`src/rtl/noc_page_client.sv`:
```
// rtl/noc_page_client.sv - NoC port endpoint: remote page fetch client and local page table server
// Optional statistics counters are built when NOC_PAGE_CLIENT_STATS_EN is defined.
module noc_page_client #(
  parameter int         DATA_W     = 16,
  parameter int         TIMEOUT    = 64,
  parameter int         MAX_RETRY  = 3,
  parameter logic [5:0] LOCAL_BASE = 6'd16
) (
  input  logic                clk,
  input  logic                reset,
  input  logic                fetch_valid,
  input  logic [5:0]          fetch_id,
  output logic                fetch_ready,
  output logic                val_valid,
  output logic [5:0]          val_id,
  output logic [DATA_W-1:0]   val_data,
  input  logic                val_ready,
  output logic [5:0]          request,
  input  logic [DATA_W+5:0]   response,
  input  logic [5:0]          query_id,
  output logic [DATA_W-1:0]   reply,
  input  logic                tbl_we,
  input  logic [3:0]          tbl_addr,
  input  logic [DATA_W-1:0]   tbl_wdata,
  output logic                error,
  output logic [15:0]         stat_req,
  output logic [15:0]         stat_retry,
  output logic [15:0]         stat_hit
);

  typedef enum logic [2:0] {
    S_IDLE,
    S_ISSUE,
    S_WAIT,
    S_GAP,
    S_DONE
  } state_t;

  localparam logic [15:0] TIMEOUT_M1  = 16'(TIMEOUT - 1);
  localparam logic [7:0]  MAX_RETRY_W = 8'(MAX_RETRY);

  state_t              state_q, state_d;
  logic [5:0]          cur_id_q, cur_id_d;
  logic [5:0]          last_id_q, last_id_d;
  logic [DATA_W-1:0]   last_val_q, last_val_d;
  logic                last_val_ok_q, last_val_ok_d;
  logic [5:0]          val_id_q, val_id_d;
  logic [DATA_W-1:0]   val_data_q, val_data_d;
  logic [15:0]         timer_q, timer_d;
  logic [7:0]          retry_q, retry_d;
  logic                error_q, error_d;
  logic [DATA_W-1:0]   tbl_q [16];
  logic [DATA_W-1:0]   tbl_d [16];
  logic                inc_req, inc_retry, inc_hit;

  always_ff @(posedge clk or posedge reset) begin
    if (reset) begin
      state_q       <= S_IDLE;
      cur_id_q      <= '0;
      last_id_q     <= '0;
      last_val_q    <= '0;
      last_val_ok_q <= 1'b0;
      val_id_q      <= '0;
      val_data_q    <= '0;
      timer_q       <= '0;
      retry_q       <= '0;
      error_q       <= 1'b0;
      for (int i = 0; i < 16; i++) tbl_q[i] <= '0;
    end else begin
      state_q       <= state_d;
      cur_id_q      <= cur_id_d;
      last_id_q     <= last_id_d;
      last_val_q    <= last_val_d;
      last_val_ok_q <= last_val_ok_d;
      val_id_q      <= val_id_d;
      val_data_q    <= val_data_d;
      timer_q       <= timer_d;
      retry_q       <= retry_d;
      error_q       <= error_d;
      for (int i = 0; i < 16; i++) tbl_q[i] <= tbl_d[i];
    end
  end

  always_comb begin
    state_d       = state_q;
    cur_id_d      = cur_id_q;
    last_id_d     = last_id_q;
    last_val_d    = last_val_q;
    last_val_ok_d = last_val_ok_q;
    val_id_d      = val_id_q;
    val_data_d    = val_data_q;
    timer_d       = timer_q;
    retry_d       = retry_q;
    error_d       = error_q;
    fetch_ready   = 1'b0;
    inc_req       = 1'b0;
    inc_retry     = 1'b0;
    inc_hit       = 1'b0;

    case (state_q)
      S_IDLE: begin
        fetch_ready = 1'b1;
        // Id 0 is the network idle code and is never fetched.
        if (fetch_valid && fetch_id != 6'd0) begin
          cur_id_d = fetch_id;
          if (fetch_id == last_id_q && last_val_ok_q) begin
            val_id_d   = fetch_id;
            val_data_d = last_val_q;
            inc_hit    = 1'b1;
            state_d    = S_DONE;
          end else begin
            state_d = S_ISSUE;
          end
        end
      end
      S_ISSUE: begin
        timer_d = '0;
        inc_req = 1'b1;
        state_d = S_WAIT;
      end
      S_WAIT: begin
        if (timer_q != 16'hFFFF) timer_d = timer_q + 16'd1;
        // The held response still carries last_id, so that id must never match.
        if (response[5:0] == cur_id_q && cur_id_q != last_id_q) begin
          val_id_d      = cur_id_q;
          val_data_d    = response[DATA_W+5:6];
          last_val_d    = response[DATA_W+5:6];
          last_id_d     = cur_id_q;
          last_val_ok_d = 1'b1;
          state_d       = S_DONE;
        end else if (timer_q == TIMEOUT_M1) begin
          if (retry_q < MAX_RETRY_W) begin
            retry_d   = retry_q + 8'd1;
            inc_retry = 1'b1;
            state_d   = S_GAP;
          end else begin
            error_d    = 1'b1;
            val_id_d   = cur_id_q;
            val_data_d = '0;
            state_d    = S_DONE;
          end
        end
      end
      S_GAP: begin
        state_d = S_ISSUE;
      end
      S_DONE: begin
        if (val_ready) begin
          retry_d = '0;
          state_d = S_IDLE;
        end
      end
      default: state_d = S_IDLE;
    endcase

    for (int i = 0; i < 16; i++) tbl_d[i] = tbl_q[i];
    if (tbl_we) begin
      tbl_d[tbl_addr] = tbl_wdata;
      // A local write of the cached page makes the cached remote copy stale.
      if (({1'b0, LOCAL_BASE} + {3'b000, tbl_addr}) == {1'b0, last_id_d}) last_val_ok_d = 1'b0;
    end
  end

  always_comb begin
    reply = '0;
    if ({1'b0, query_id} >= {1'b0, LOCAL_BASE} &&
        {1'b0, query_id} <= ({1'b0, LOCAL_BASE} + 7'd15)) begin
      reply = tbl_q[4'(query_id - LOCAL_BASE)];
    end
  end

  assign request   = (state_q == S_ISSUE || state_q == S_WAIT) ? cur_id_q : 6'd0;
  assign val_valid = (state_q == S_DONE);
  assign val_id    = val_id_q;
  assign val_data  = val_data_q;
  assign error     = error_q;

`ifdef NOC_PAGE_CLIENT_STATS_EN
  logic [15:0] stat_req_q, stat_req_d;
  logic [15:0] stat_retry_q, stat_retry_d;
  logic [15:0] stat_hit_q, stat_hit_d;

  always_comb begin
    stat_req_d   = stat_req_q + {15'd0, inc_req};
    stat_retry_d = stat_retry_q + {15'd0, inc_retry};
    stat_hit_d   = stat_hit_q + {15'd0, inc_hit};
  end

  always_ff @(posedge clk or posedge reset) begin
    if (reset) begin
      stat_req_q   <= '0;
      stat_retry_q <= '0;
      stat_hit_q   <= '0;
    end else begin
      stat_req_q   <= stat_req_d;
      stat_retry_q <= stat_retry_d;
      stat_hit_q   <= stat_hit_d;
    end
  end

  assign stat_req   = stat_req_q;
  assign stat_retry = stat_retry_q;
  assign stat_hit   = stat_hit_q;
`else
  logic unused_stat_incs;
  assign unused_stat_incs = ^{inc_req, inc_retry, inc_hit};
  assign stat_req   = '0;
  assign stat_retry = '0;
  assign stat_hit   = '0;
`endif

endmodule
```
`config.mk`:
```
export PLATFORM = sky130hd
export DESIGN_NAME = noc_page_client
export DESIGN_NICKNAME = d
export VERILOG_FILES = /design/src/rtl/noc_page_client.sv
export SDC_FILE = /design/constraint.sdc
export NUM_CORES = 1
export LEC_CHECK = 0
export CAP_MARGIN = 5
export CORE_MARGIN = 3
export CORE_UTILIZATION = 45
export CTS_CLUSTER_SIZE = 14
export DETAILED_ROUTE_END_ITERATION = 8
export PLACE_DENSITY = 0.65
export SYNTH_ARGS = -nofsm -noshare
export SYNTH_HDL_FRONTEND = slang
export SYNTH_SLANG_ARGS = --single-unit
```
`constraint.sdc`:
```
create_clock -name clk -period 31.5 [get_ports clk]
set_input_delay 6.3 -clock clk [delete_from_list [all_inputs] [get_ports clk]]
set_output_delay 6.3 -clock clk [all_outputs]
set_load 0.02 [all_outputs]
```
==> impl_metrics.env <==
export IMPL_yosysTopAreaCell="dfrtp_1"
export IMPL_die_h_microns=192.9
export IMPL_cts_tree="built"
export IMPL_sw_frac_of_total=0.2860
export IMPL_syn_inst=1142
export IMPL_clk_pin_slew_worst_paths_ns=0.06
export IMPL_gp_congestion=0.7771
export IMPL_synthTopCellsByCount="dfrtp_1, mux2_2, nand2_1"
export IMPL_crit_slowest_cell="buf_4"
export IMPL_row_count=67
export IMPL_fin_skew_ns=0.01166
export IMPL_ys_top_cells_by_area="dfrtp_1, mux2_2, mux4_2"
export IMPL_drc=0
export IMPL_detail_route_antenna_nets=0
export IMPL_ys_seq_elements=335
export IMPL_setup_viol=0
export IMPL_peakVddDrop_v=0.00004754
export IMPL_syn2layout_area_growth_pct=16.17
export IMPL_cts_made_buffers=36
export IMPL_first_global_vias=9674
export IMPL_startpoint_type="input port"
export IMPL_core_sq_mm=0.03395
export IMPL_seqPwrFrac=0.442
export IMPL_hp_class="flip-flop to flip-flop"
export IMPL_grt_max_degree=144
export IMPL_postCtsSetupRepairBufs=0
export IMPL_syn_area_sq_mm=0.01571
export IMPL_cellPowerDensity_mw_per_mm2=76.52
export IMPL_cts_hold_buffers=0
export IMPL_cts_root_buf="clkbuf_16"
export IMPL_cts_sinks=335
export IMPL_yosysWarnings=0
export IMPL_io_buffers=105
export IMPL_drv_cap=0
export IMPL_fin_tns_setup_ns=0
export IMPL_path_class="input port to output pin"
export IMPL_synth_ff_type="dfrtp_1"
export IMPL_power_frac_clock=0.307
export IMPL_switching_power_mw=0.3995
export IMPL_cp_required_ns=25.20
export IMPL_synth_most_common_cell="dfrtp_1"
export IMPL_worstSetupEndpointType="output pin"
export IMPL_worstMarginPinSlew_ns=1.166
export IMPL_ys_async_sr_fraction=1.000
export IMPL_drt_iter0_markers=524
export IMPL_rsz0062_at_grt="false"
export IMPL_fmax_mhz=64.18
export IMPL_power_leakage_nw=7.839
export IMPL_drive_above_1_share=0.3545
export IMPL_clock_latency_ns=0.51
export IMPL_critPathTopFamily="buffers and inverters"
export IMPL_power_frac_comb=0.250
export IMPL_slew_viol_final=0
export IMPL_arrival_ns=9.28
export IMPL_clock_path_buffers=3
export IMPL_start_util=0.4628
export IMPL_intPower_mw=0.9975
export IMPL_slowest_delay_ns=0.65
export IMPL_cts_resized=0
export IMPL_yosysSeqAreaShare=0.5335
export IMPL_layout_nets=1291
export IMPL_grt_pass1_wl_microns=56320
export IMPL_final_hold_violation_count=0
export IMPL_relSlewSlack=0.2225
export IMPL_synth_edff_count=0
export IMPL_routed_via_density=5.452
export IMPL_final_util=0.5377
export IMPL_io_pins=154
export IMPL_dieWidth_microns=192.9
export IMPL_drt_first_pass_iters=4
export IMPL_wl_microns=35620
export IMPL_cts_htree_levels=2
export IMPL_grt_ovfl_total=0
export IMPL_vias=9301
export IMPL_die_area_sq_mm=0.03720
export IMPL_synth_top_area_frac=0.5335
export IMPL_outcome="finished clean"
export IMPL_grt_use_total=0.1947
export IMPL_avgSynthCellArea_sq_um=13.76
export IMPL_critPathBufInv=3
export IMPL_wl_per_cell_microns=20.88
export IMPL_period_needed_ns=15.58
export IMPL_hpwl_microns=21380
export IMPL_synth_distinct_cells=52
export IMPL_period_share=0.4947
export IMPL_path_cells="buf_4 -> buf_4 -> mux4_2 -> mux4_2 -> nor2b_1 -> clkdlybuf4s50_1"
export IMPL_path_max_fanout=34
export IMPL_diodes=0
export IMPL_antenna_found_initial=1
-- through the flow --
stage / power [mW] / cell area (sq um) / setup slack, ns / hold WS, ns / instances
2_1_floorplan: 0.8667 / 15890 / 15.92 / 0.4386 / 1189
4_1_cts: 1.413 / 18260 / 15.81 / 0.4691 / 1706
3_3_place_gp: 0.9649 / 17050 / 15.87 / 0.4483 / 1640
5_1_grt: 1.475 / 18260 / 15.71 / 0.4923 / 1706
3_5_place_dp: 0.9772 / 17050 / 15.81 / 0.4568 / 1640
6_report: 1.397 / 18260 / 15.92 / 0.4655 / 1706
-- power groups by stage --
stage	registers (mW)	logic, mW	clock network (mW)
4_1_cts	0.617	0.355	0.441
6_report	0.618	0.350	0.429
2_1_floorplan	0.613	0.254	0
3_5_place_dp	0.624	0.354	0
3_3_place_gp	0.622	0.343	0
5_1_grt	0.631	0.387	0.458
-- flip-flops by register name, summed over array words and instances (netlist names), 6 cells and up --
register,cells
tbl_q,256
val_data,16
cur_id_q,6
last_id_q,6
last_val_q,16
retry_q,8
timer_q,16
val_id,6
-- cells in the final DEF, fill, tap and decap left out, types with 6 or more instances in the layout --
cell / instances
a31oi_1: 25
conb_1: 48
inv_1: 8
clkbuf_16: 37
clkbuf_8: 7
nor2b_1: 27
dfrtp_1: 335
buf_4: 26
nand2b_1: 6
o21ai_0: 6
clkdlybuf4s50_1: 103
nand2_1: 92
xor2_1: 18
nor2_2: 9
nand4_1: 8
mux2_2: 268
xnor2_1: 17
mux4_2: 80
nor3_1: 7
clkbuf_1: 11
nand3_1: 9
nor2_1: 48
-- cell families (layout without fill, tap and decap cells) --
logic type / Yosys count / count (layout) / share of synthesized area
mux: 350 / 350 / 0.3083
flops: 335 / 335 / 0.5335
simple gates: 231 / 231 / 0.06864
buf+inv: 135 / 204 / 0.04483
compound gates: 53 / 53 / 0.02341
xor+xnor: 35 / 35 / 0.01951
fa+ha+maj: 2 / 2 / 0.001592
other cells: 1 / 48 / 0.0002386
-- routing by layer --
metal	vias to the layer above	global-route usage	wire length, microns
met5	-	0	8
li1	4186	-	-
met2	201	0.3120	16700
met1	4868	0.2863	16480
met4	2	0.04175	553
met3	44	0.02598	1873
-- tightest hold or removal path: stages (launching register included) --
cell and delay, ns:
dfrtp_1 0.34, nand2_1 0.05, nand2_1 0.05
-- layout make-up --
| type | instances | area [sq um] |
|---|---|---|
| flip-flops and latches | 335 | 8383 |
| well taps | 448 | 560.5 |
| fillers | 2868 | 15700 |
| clock inverters | 11 | 145.1 |
| repair buffers | 129 | 1226 |
| multi-input cells | 719 | 6835 |
| inverters | 9 | 41.29 |
| clock buffers | 55 | 1064 |
-- final timing paths --
path | cells past startpoint | from | endpoint | slack, ns
worst max-delay path | 6 | query_id[0] | reply[10] | 15.92
worst min-delay path | 2 | last_val_q[1] | last_val_q[1] | 0.47
worst max register to register | 5 | state_q[2] | val_data[2] | 28.48
worst min register to register | 2 | last_val_q[1] | last_val_q[1] | 0.47
max in group asynchronous | 4 | reset | tbl_q[226] | 22.91
min in group asynchronous | 2 | reset | retry_q[3] | 6.34
(Power assumes the default switching activity.)
